--- config.mk ---
export PLATFORM = sky130hd
export DESIGN_NAME = mic_frame_ctrl
export DESIGN_NICKNAME = d
export VERILOG_FILES = /design/src/rtl/mic_pkg.sv /design/src/rtl/mic_frame_decim.sv /design/src/rtl/mic_frame_ctrl.sv
export SDC_FILE = /design/constraint.sdc
export NUM_CORES = 1
export LEC_CHECK = 0
export BUFFER_PORTS_ARGS = -buffer_cell sky130_fd_sc_hd__buf_2
export CAP_MARGIN = 20
export CORE_ASPECT_RATIO = 1.1
export CORE_MARGIN = 1.5
export CORE_UTILIZATION = 51
export CTS_BUF_LIST = sky130_fd_sc_hd__clkbuf_4 sky130_fd_sc_hd__clkbuf_8
export DETAILED_ROUTE_END_ITERATION = 10
export PLACE_DENSITY = 0.82
export SYNTH_ARGS = -nofsm -noshare
export SYNTH_HDL_FRONTEND = slang
export SYNTH_SLANG_ARGS = --single-unit
--- constraint.sdc ---
create_clock -name clk -period 2.1 [get_ports clk]
set_input_delay 0.105 -clock clk [delete_from_list [all_inputs] [get_ports clk]]
set_output_delay 0.105 -clock clk [all_outputs]
set_load 0.05 [all_outputs]
--- src/rtl/mic_pkg.sv ---
// Shared types and default constants for the microphone frame controller.
package mic_pkg;

  localparam int SAMPLE_W      = 24;
  localparam int DEF_DECIM     = 2;
  localparam int DEF_FRAME_LEN = 256;
  localparam int DEF_WARMUP    = 23;

  typedef enum logic [1:0] {
    IDLE   = 2'd0,
    WARMUP = 2'd1,
    RUN    = 2'd2
  } state_t;

endpackage

--- src/rtl/mic_frame_decim.sv ---
// Decimation counter plus ping-pong frame write index and bank tracking.
module mic_frame_decim
  import mic_pkg::*;
#(
  parameter int  DECIM     = DEF_DECIM,
  parameter int  FRAME_LEN = DEF_FRAME_LEN,
  localparam int AW        = $clog2(FRAME_LEN)
) (
  input  logic          clk,
  input  logic          rst,
  input  logic          clear,
  input  logic          strobe,
  input  logic          frame_busy,
  output logic          wr_en,
  output logic [AW-1:0] wr_idx,
  output logic          wr_bank,
  output logic          frame_done,
  output logic          frame_drop
);

  localparam int DW = (DECIM > 1) ? $clog2(DECIM) : 1;

  logic [DW-1:0] dec_cnt;
  logic [AW-1:0] idx;
  logic          bank;

  assign wr_en      = strobe && (dec_cnt == '0);
  assign frame_done = wr_en && (idx == AW'(FRAME_LEN - 1));
  assign frame_drop = frame_done && frame_busy;
  assign wr_idx     = idx;
  assign wr_bank    = bank;

  // A dropped frame keeps writing into the same bank; only accepted frames swap.
  always_ff @(posedge clk or negedge rst) begin
    if (!rst) begin
      dec_cnt <= '0;
      idx     <= '0;
      bank    <= 1'b0;
    end else if (clear) begin
      dec_cnt <= '0;
      idx     <= '0;
    end else if (strobe) begin
      dec_cnt <= (dec_cnt == DW'(DECIM - 1)) ? '0 : dec_cnt + DW'(1);
      if (wr_en) begin
        idx <= idx + AW'(1);
        if (frame_done && !frame_busy) bank <= ~bank;
      end
    end
  end

endmodule

--- src/rtl/mic_frame_ctrl.sv ---
// Microphone capture controller: filter feed, warm-up discard, decimated ping-pong frame writes.
// Optional saturating drop counter output ovf_count when MIC_FRAME_CTRL_OVF_CNT_EN is defined.
module mic_frame_ctrl #(
  parameter int  DECIM     = mic_pkg::DEF_DECIM,
  parameter int  FRAME_LEN = mic_pkg::DEF_FRAME_LEN,
  parameter int  WARMUP    = mic_pkg::DEF_WARMUP,
  localparam int AW        = $clog2(FRAME_LEN),
  localparam int SW        = mic_pkg::SAMPLE_W
) (
  input  logic          clk,
  input  logic          rst,
  input  logic          enable,
  input  logic [SW-1:0] mic_data,
  input  logic          mic_rdy,
  output logic [SW-1:0] flt_data_in,
  output logic          flt_in_rdy,
  input  logic [SW-1:0] flt_data_out,
  input  logic          flt_out_rdy,
  output logic          buf_wr,
  output logic          buf_bank,
  output logic [AW-1:0] buf_addr,
  output logic [SW-1:0] buf_wdata,
  output logic          frame_rdy,
  output logic          frame_bank,
  input  logic          frame_ack,
  output logic          overflow
`ifdef MIC_FRAME_CTRL_OVF_CNT_EN
  ,
  output logic [15:0]   ovf_count
`endif
);

  localparam int WCW = $clog2(WARMUP + 1);

  mic_pkg::state_t state, state_next;
  logic [WCW-1:0]  warm_cnt;
  logic            active;
  logic            run_strobe;
  logic            wr_en, wr_bank, frame_done, frame_drop;
  logic [AW-1:0]   wr_idx;

  always_comb begin
    state_next = state;
    case (state)
      mic_pkg::IDLE:   if (enable) state_next = mic_pkg::WARMUP;
      mic_pkg::WARMUP: if (flt_out_rdy && warm_cnt == WCW'(WARMUP - 1)) state_next = mic_pkg::RUN;
      mic_pkg::RUN:    state_next = mic_pkg::RUN;
      default:         state_next = mic_pkg::IDLE;
    endcase
    if (!enable) state_next = mic_pkg::IDLE;
  end

  always_ff @(posedge clk or negedge rst) begin
    if (!rst) state <= mic_pkg::IDLE;
    else      state <= state_next;
  end

  // Dropping enable takes effect in the same cycle, so gate everything on it too.
  assign active     = enable && (state != mic_pkg::IDLE);
  assign run_strobe = enable && (state == mic_pkg::RUN) && flt_out_rdy;

  always_ff @(posedge clk or negedge rst) begin
    if (!rst)                                                  warm_cnt <= '0;
    else if (state != mic_pkg::WARMUP || !enable)              warm_cnt <= '0;
    else if (flt_out_rdy)                                      warm_cnt <= warm_cnt + WCW'(1);
  end

  mic_frame_decim #(
    .DECIM     (DECIM),
    .FRAME_LEN (FRAME_LEN)
  ) u_decim (
    .clk        (clk),
    .rst        (rst),
    .clear      (!enable),
    .strobe     (run_strobe),
    .frame_busy (frame_rdy && !frame_ack),
    .wr_en      (wr_en),
    .wr_idx     (wr_idx),
    .wr_bank    (wr_bank),
    .frame_done (frame_done),
    .frame_drop (frame_drop)
  );

  always_ff @(posedge clk or negedge rst) begin
    if (!rst) begin
      flt_data_in <= '0;
      flt_in_rdy  <= 1'b0;
      buf_wr      <= 1'b0;
      buf_bank    <= 1'b0;
      buf_addr    <= '0;
      buf_wdata   <= '0;
      frame_rdy   <= 1'b0;
      frame_bank  <= 1'b0;
      overflow    <= 1'b0;
    end else begin
      flt_in_rdy <= active && mic_rdy;
      if (active && mic_rdy) flt_data_in <= mic_data;
      buf_wr <= wr_en;
      if (wr_en) begin
        buf_addr  <= wr_idx;
        buf_bank  <= wr_bank;
        buf_wdata <= flt_data_out;
      end
      // An ack coinciding with completion frees the slot before the new frame claims it.
      if (frame_done && !frame_drop) begin
        frame_rdy  <= 1'b1;
        frame_bank <= wr_bank;
      end else if (frame_ack) begin
        frame_rdy <= 1'b0;
      end
      if (frame_drop) overflow <= 1'b1;
    end
  end

`ifdef MIC_FRAME_CTRL_OVF_CNT_EN
  always_ff @(posedge clk or negedge rst) begin
    if (!rst)                                   ovf_count <= '0;
    else if (frame_drop && ovf_count != 16'hFFFF) ovf_count <= ovf_count + 16'd1;
  end
`endif

endmodule

==> metrics.yaml, run 1 <==
vias: 2909
ir_worst_vdd_uv: 945
end_kind: "flop"
layout-drive-gt1-share: 0.275
yosysWarnings: 0
cp-start-kind: "flop"
setup_viol: 0
netlist_instances: 336
clock_sinks: 79
setup_slack_ns: 0.253
grt_overflow: 0
holdPathStages: 3
max_stage_delay_ns: 0.39
crit_type: "reg2reg"
r2r_slack_ns: 0.25
reg2reg_from: "state[0]$_DFFE_PN0P_"
tightest_slew_ns: 0.561
required_ns: 2.33
p_leak_nw: 2.59
synth_nets: 397
outcome: "complete, no violations"
worstReg2RegEnd: "frame_bank$_DFFE_PN0P_"
place_congestion: 0.781
drv_slew: 0
via_per_inst: 4.96
p_per_area_mw_per_mm2: 1450
dp_cells: 521
ys_async_sr_fraction: 1.00
ioPinCount: 116
post-route-drc-count: 0
core_sq_mm: 0.00588
syn-cell-area_sq_mm: 0.00318
antenna_left: 0
wl_microns: 8760
start_util: 0.541
die_y_microns: 85.8
antenna_found_initial: 0
max_clock_freq_mhz: 542
drtPass1Iterations: 4
rows: 29
fin_crit_ns: 1.85
crit_fanout: 7
fill_cells: 340
power_w: 0.00664
worst_path_max_delay_cell: "dfrtp_1"
hold_path.class: "in2reg"
clockBufferDepth: 2
cts_max_level: 3
track_usage: 0.277
postSynthAreaPerCell_sq_um: 9.46
hold_path_end: "frame_rdy$_DFFE_PN0P_"
reg2reg_depth: 6
dieWidth_microns: 78.3
grt_pass1_wl_microns: 14000
synth_edf_count: 0
grt_max_degree: 45
drt_iter0_markers: 194
die_area_sq_mm: 0.00672
cts_tree: "built"
nNetsFinal: 565
grt_pass1_vias: 2917
ys.flop_type: "dfrtp_1"
min_from: "frame_ack"
fin_crit_sh: 0.879
io_buffers: 115
rsz0062_at_grt: "false"
ys_ff_latch: 79
pre_cts_ws_ns: 0.260
diodes: 0
synthDistinctLibCells: 30
hold_violations: 0
cts_root_buf: "clkbuf_8"
tns_ns: 0
clock_skew_ns: 0.00735
cts-buffers-inserted: 9
cp.arrival_ns: 2.07
final_cell_count_no_fill: 586
placed_cell_area_sq_mm: 0.00385
area_growth_pct: 44.4
ys_seq_area_frac: 0.622
relSlewSlack: 0.626
wl_per_cell_microns: 14.9
cp_cell_sequence: "inv_1 -> ha_1 -> nand4b_4 -> nor3_4 -> nand4_1 -> mux2_1"
clk_latency_ns: 0.34
stdcell_area_sq_mm: 0.00459
max_cap_viol_count: 0
dp_hpwl_microns: 4910
path_clk_slew_ns: 0.08
[synth_stat cells (all sizes together), types with 4 or more instances]
master	instances	area [sq um]
inv	5	18.8
dfrtp	79	1980
ha	7	87.6
buf	6	30.0
nand4	4	25.0
xor2	5	43.8
clkbuf	7	26.3
and2	5	31.3
xnor2	5	43.8
nand2	184	691
nor2	6	22.5
[registers in the layout (all words and copies together), names as in the netlist]
name,count
buf_wdata,24
flt_data_in,24
buf_addr,8
u_decim.wr_idx,8
warm_cnt,5
state,2
buf_bank,1
buf_wr,1
flt_in_rdy,1
frame_bank,1
frame_rdy,1
overflow,1
u_decim.dec_cnt,1
u_decim.wr_bank,1
[cell usage in the layout, fill, tap and decap left out, drive strengths merged, types with 2 or more instances in the layout]
master,Yosys,layout
nand2,184,184
buf,6,121
dfrtp,79,79
dlygate4sd3,0,49
clkbuf,7,9
ha,7,7
nor2,6,6
inv,5,6
xnor2,5,5
and2,5,5
xor2,5,5
nand4,4,4
o21ai,3,3
mux2i,3,3
nand3,3,3
bufinv,0,3
clkinv,1,3
a21boi,2,2
nor3,2,2
[logic make-up (layout without fill, tap and decap cells)]
family,after synthesis,count (layout),synth area share
adder cells (fa/ha/maj),7,7,0.0275
AO/OA/AOI/OAI,8,8,0.0161
flip-flops,79,79,0.622
AND/OR/NAND/NOR,209,209,0.269
buffers and inverters,19,192,0.0248
XOR/XNOR,10,10,0.0275
multiplexers,4,4,0.0130
[per-stage QoR]
step	hold WS, ns	util
after detailed placement	0.136	0.656
after CTS	0.0586	0.781
after global placement	0.133	0.656
final	0.0650	0.781
after global routing	0.0997	0.781
after floorplan	-0.191	-
[routing by layer]
layer / track usage / vias up / wire length [microns] / part of all wire
li1: - / 1374 / - / -
met3: 0.0617 / 25 / 453 / 0.052
met4: 0.144 / 0 / 276 / 0.032
met1: 0.318 / 1395 / 3420 / 0.39
met5: 0 / - / 0 / 0
met2: 0.485 / 115 / 4610 / 0.53
[what timing repair did]
action,CTS,global route
gates resized for setup,0,0
setup buffers,0,0
hold buffers,49,0
endpoints found under the hold margin,91,0
[final cells by class]
cell class / count / area [sq um] / share of cell area
clock buffers: 9 / 124 / 0.0270
clock inverters: 7 / 120 / 0.0262
inverters: 6 / 22.5 / 0.00491
multi-input cells: 238 / 1120 / 0.245
flip-flops and latches: 79 / 1980 / 0.431
well taps: 77 / 96.3 / 0.0210
repair buffers: 170 / 1130 / 0.245
[power by group]
part / internal [W] / total, W / switching [W] / leakage (nW)
clock: 0.000794 / 0.00136 / 0.000568 / 0.120
sequential: 0.00199 / 0.00226 / 0.000271 / 1.03
combinational: 0.000674 / 0.00302 / 0.00234 / 1.44
total: 0.00346 / 0.00664 / 0.00318 / 2.59
[worst max-delay path, delay by kind of cell (launching register included)]
family	cells	cell delay [ns]
fa+ha+maj	1	0.23
flops	1	0.39
mux	1	0.35
buf+inv	1	0.13
simple gates	3	0.63
[how the worst max path moves through the flow]
stage | start | endpoint | cells after the start
after global placement | state[0]$_DFFE_PN0P_ | frame_bank$_DFFE_PN0P_ | 6
after CTS | state[0]$_DFFE_PN0P_ | frame_bank$_DFFE_PN0P_ | 6
after global routing | state[0]$_DFFE_PN0P_ | u_decim.wr_idx[1]$_DFFE_PN0P_ | 8
final | state[0]$_DFFE_PN0P_ | frame_bank$_DFFE_PN0P_ | 6
after detailed placement | state[0]$_DFFE_PN0P_ | frame_bank$_DFFE_PN0P_ | 6
after floorplan | state[0]$_DFFE_PN0P_ | frame_bank$_DFFE_PN0P_ | 6
(Power assumes the default switching activity.)
==> run 2: changes to the inputs <==
Settings changed: BUFFER_PORTS_ARGS -buffer_cell sky130_fd_sc_hd__buf_2 to -buffer_cell sky130_fd_sc_hd__buf_4.
==> run 2 against run 1 <==
Fmax is 1.0% lower. Clock power down 10%. Non-clock buffer count did not move. Flip-flop and latch count did not move. Core utilization grew 4.3 points. Register-to-register slack got worse by 0.02 ns. Critical endpoint is now buf_wdata[4]$_DFFE_PN0P_.
==> metrics.yaml, run 2 (synthesis gave the netlist of run 1 again) <==
outcome: "complete, no violations"
wl_per_cell_microns: 16.0
critPathLaunch: "state[0]$_DFFE_PN0P_"
ctsResizeCount: 0
max_stage_delay_ns: 0.35
relSlewSlack: 0.688
power_w: 0.00686
hold_path_end: "warm_cnt[1]$_DFFE_PN0P_"
layout_common_cells: "184 x nand2_1, 120 x buf_4, 79 x dfrtp_1"
rsz0062_at_grt: "false"
required_ns: 2.33
ioPinCount: 116
die_y_microns: 85.8
antenna_found_initial: 0
final_common_cell: "nand2_1"
p_leak_nw: 2.64
cp.arrival_ns: 2.09
drv_slew: 0
grt_pass1_vias: 3084
hold_violations: 0
met2_length_microns: 4920
cp-start-kind: "flop"
place_congestion: 0.768
clk_latency_ns: 0.36
grt_max_degree: 44
start_util: 0.541
drtPass1Iterations: 4
whs_ns: 0.0350
track_usage: 0.296
reg2reg_depth: 8
fin_crit_ns: 1.87
worstReg2RegEnd: "buf_wdata[4]$_DFFE_PN0P_"
hold_path.class: "in2reg"
wl_microns: 9350
final_cell_count_no_fill: 586
cts_tree: "built"
wl_met1_microns: 3440
tns_ns: 0
clock_skew_ns: 0.0125
dp_cells: 521
tightest_slew_ns: 0.467
dr.max_layer_used: "met4"
dieWidth_microns: 78.3
antenna_left: 0
setup_viol: 0
clock_sinks: 79
top_regs: "buf_wdata x24, flt_data_in x24"
wl_met3_microns: 537
min_from: "flt_out_rdy"
drt_iter0_markers: 162
crit_type: "reg2reg"
layout-drive-gt1-share: 0.274
ir_worst_vdd_uv: 898
p_per_area_mw_per_mm2: 1420
cts_root_buf: "clkbuf_8"
final_util: 0.824
rows: 29
cts-buffers-inserted: 9
area_growth_pct: 52.3
crit_fanout: 19
fin_crit_sh: 0.888
cp_cell_sequence: "inv_1 -> ha_1 -> nand4b_4 -> buf_4 -> clkinv_1 -> buf_4 -> nand2_1 -> nand2_1"
r2r_slack_ns: 0.23
cts-hold-fix-buffers: 49
holdPathStages: 2
post-route-drc-count: 0
end_kind: "flop"
grt_overflow: 0
grt_pass1_wl_microns: 14900
worst_path_max_delay_cell: "dfrtp_1"
via_per_inst: 5.16
reg2reg_from: "state[0]$_DFFE_PN0P_"
io_buffers: 115
max_cap_viol_count: 0
die_area_sq_mm: 0.00672
clockBufferDepth: 2
nNetsFinal: 565
core_sq_mm: 0.00588
vias: 3021
cts_setup_buffers: 0
cts_max_level: 3
dp_hpwl_microns: 5240
path_clk_slew_ns: 0.08
max_clock_freq_mhz: 536
[run 2: power by group]
| part | switching (W) | internal (W) | total, W |
|---|---|---|---|
| Sequential | 0.000304 | 0.00199 | 0.00230 |
| Clock | 0.000558 | 0.000660 | 0.00122 |
| Combinational | 0.00239 | 0.000959 | 0.00334 |
[run 2: critical path: cells and delay by family (launching register included)]
| family | cells | cell delay (ns) |
|---|---|---|
| simple gates | 3 | 0.31 |
| buf+inv | 4 | 0.83 |
| fa+ha+maj | 1 | 0.25 |
| flops | 1 | 0.35 |
[run 2: worst max-delay path by stage]
stage / to / depth (start not counted)
after floorplan: frame_bank$_DFFE_PN0P_ / 6
after global placement: frame_bank$_DFFE_PN0P_ / 6
after detailed placement: frame_bank$_DFFE_PN0P_ / 6
after CTS: buf_wdata[12]$_DFFE_PN0P_ / 8
after global routing: buf_wdata[4]$_DFFE_PN0P_ / 8
final: buf_wdata[4]$_DFFE_PN0P_ / 8
[run 2: layout make-up]
type | count | area [sq um]
timing repair buffer | 170 | 1410
inverter | 6 | 22.5
clock buffer | 9 | 124
fill | 327 | 1030
tap | 77 | 96.3
clock inverter | 6 | 86.3
multi-input combinational | 238 | 1120
antenna | 1 | 2.50
sequential | 79 | 1980
[run 2: metrics by stage]
stage          area, sq um  setup WS (ns)
3_5_place_dp          4140          0.318
6_report              4840          0.235
3_3_place_gp          4140          0.384
4_1_cts               4840          0.298
2_1_floorplan         3180          0.453
5_1_grt               4840         0.0843
[run 2: layer usage]
| layer | vias to the layer above | track usage |
|---|---|---|
| met5 | - | 0 |
| met4 | 0 | 0.180 |
| met3 | 38 | 0.0681 |
| met2 | 142 | 0.511 |
| met1 | 1464 | 0.333 |
| li1 | 1377 | - |
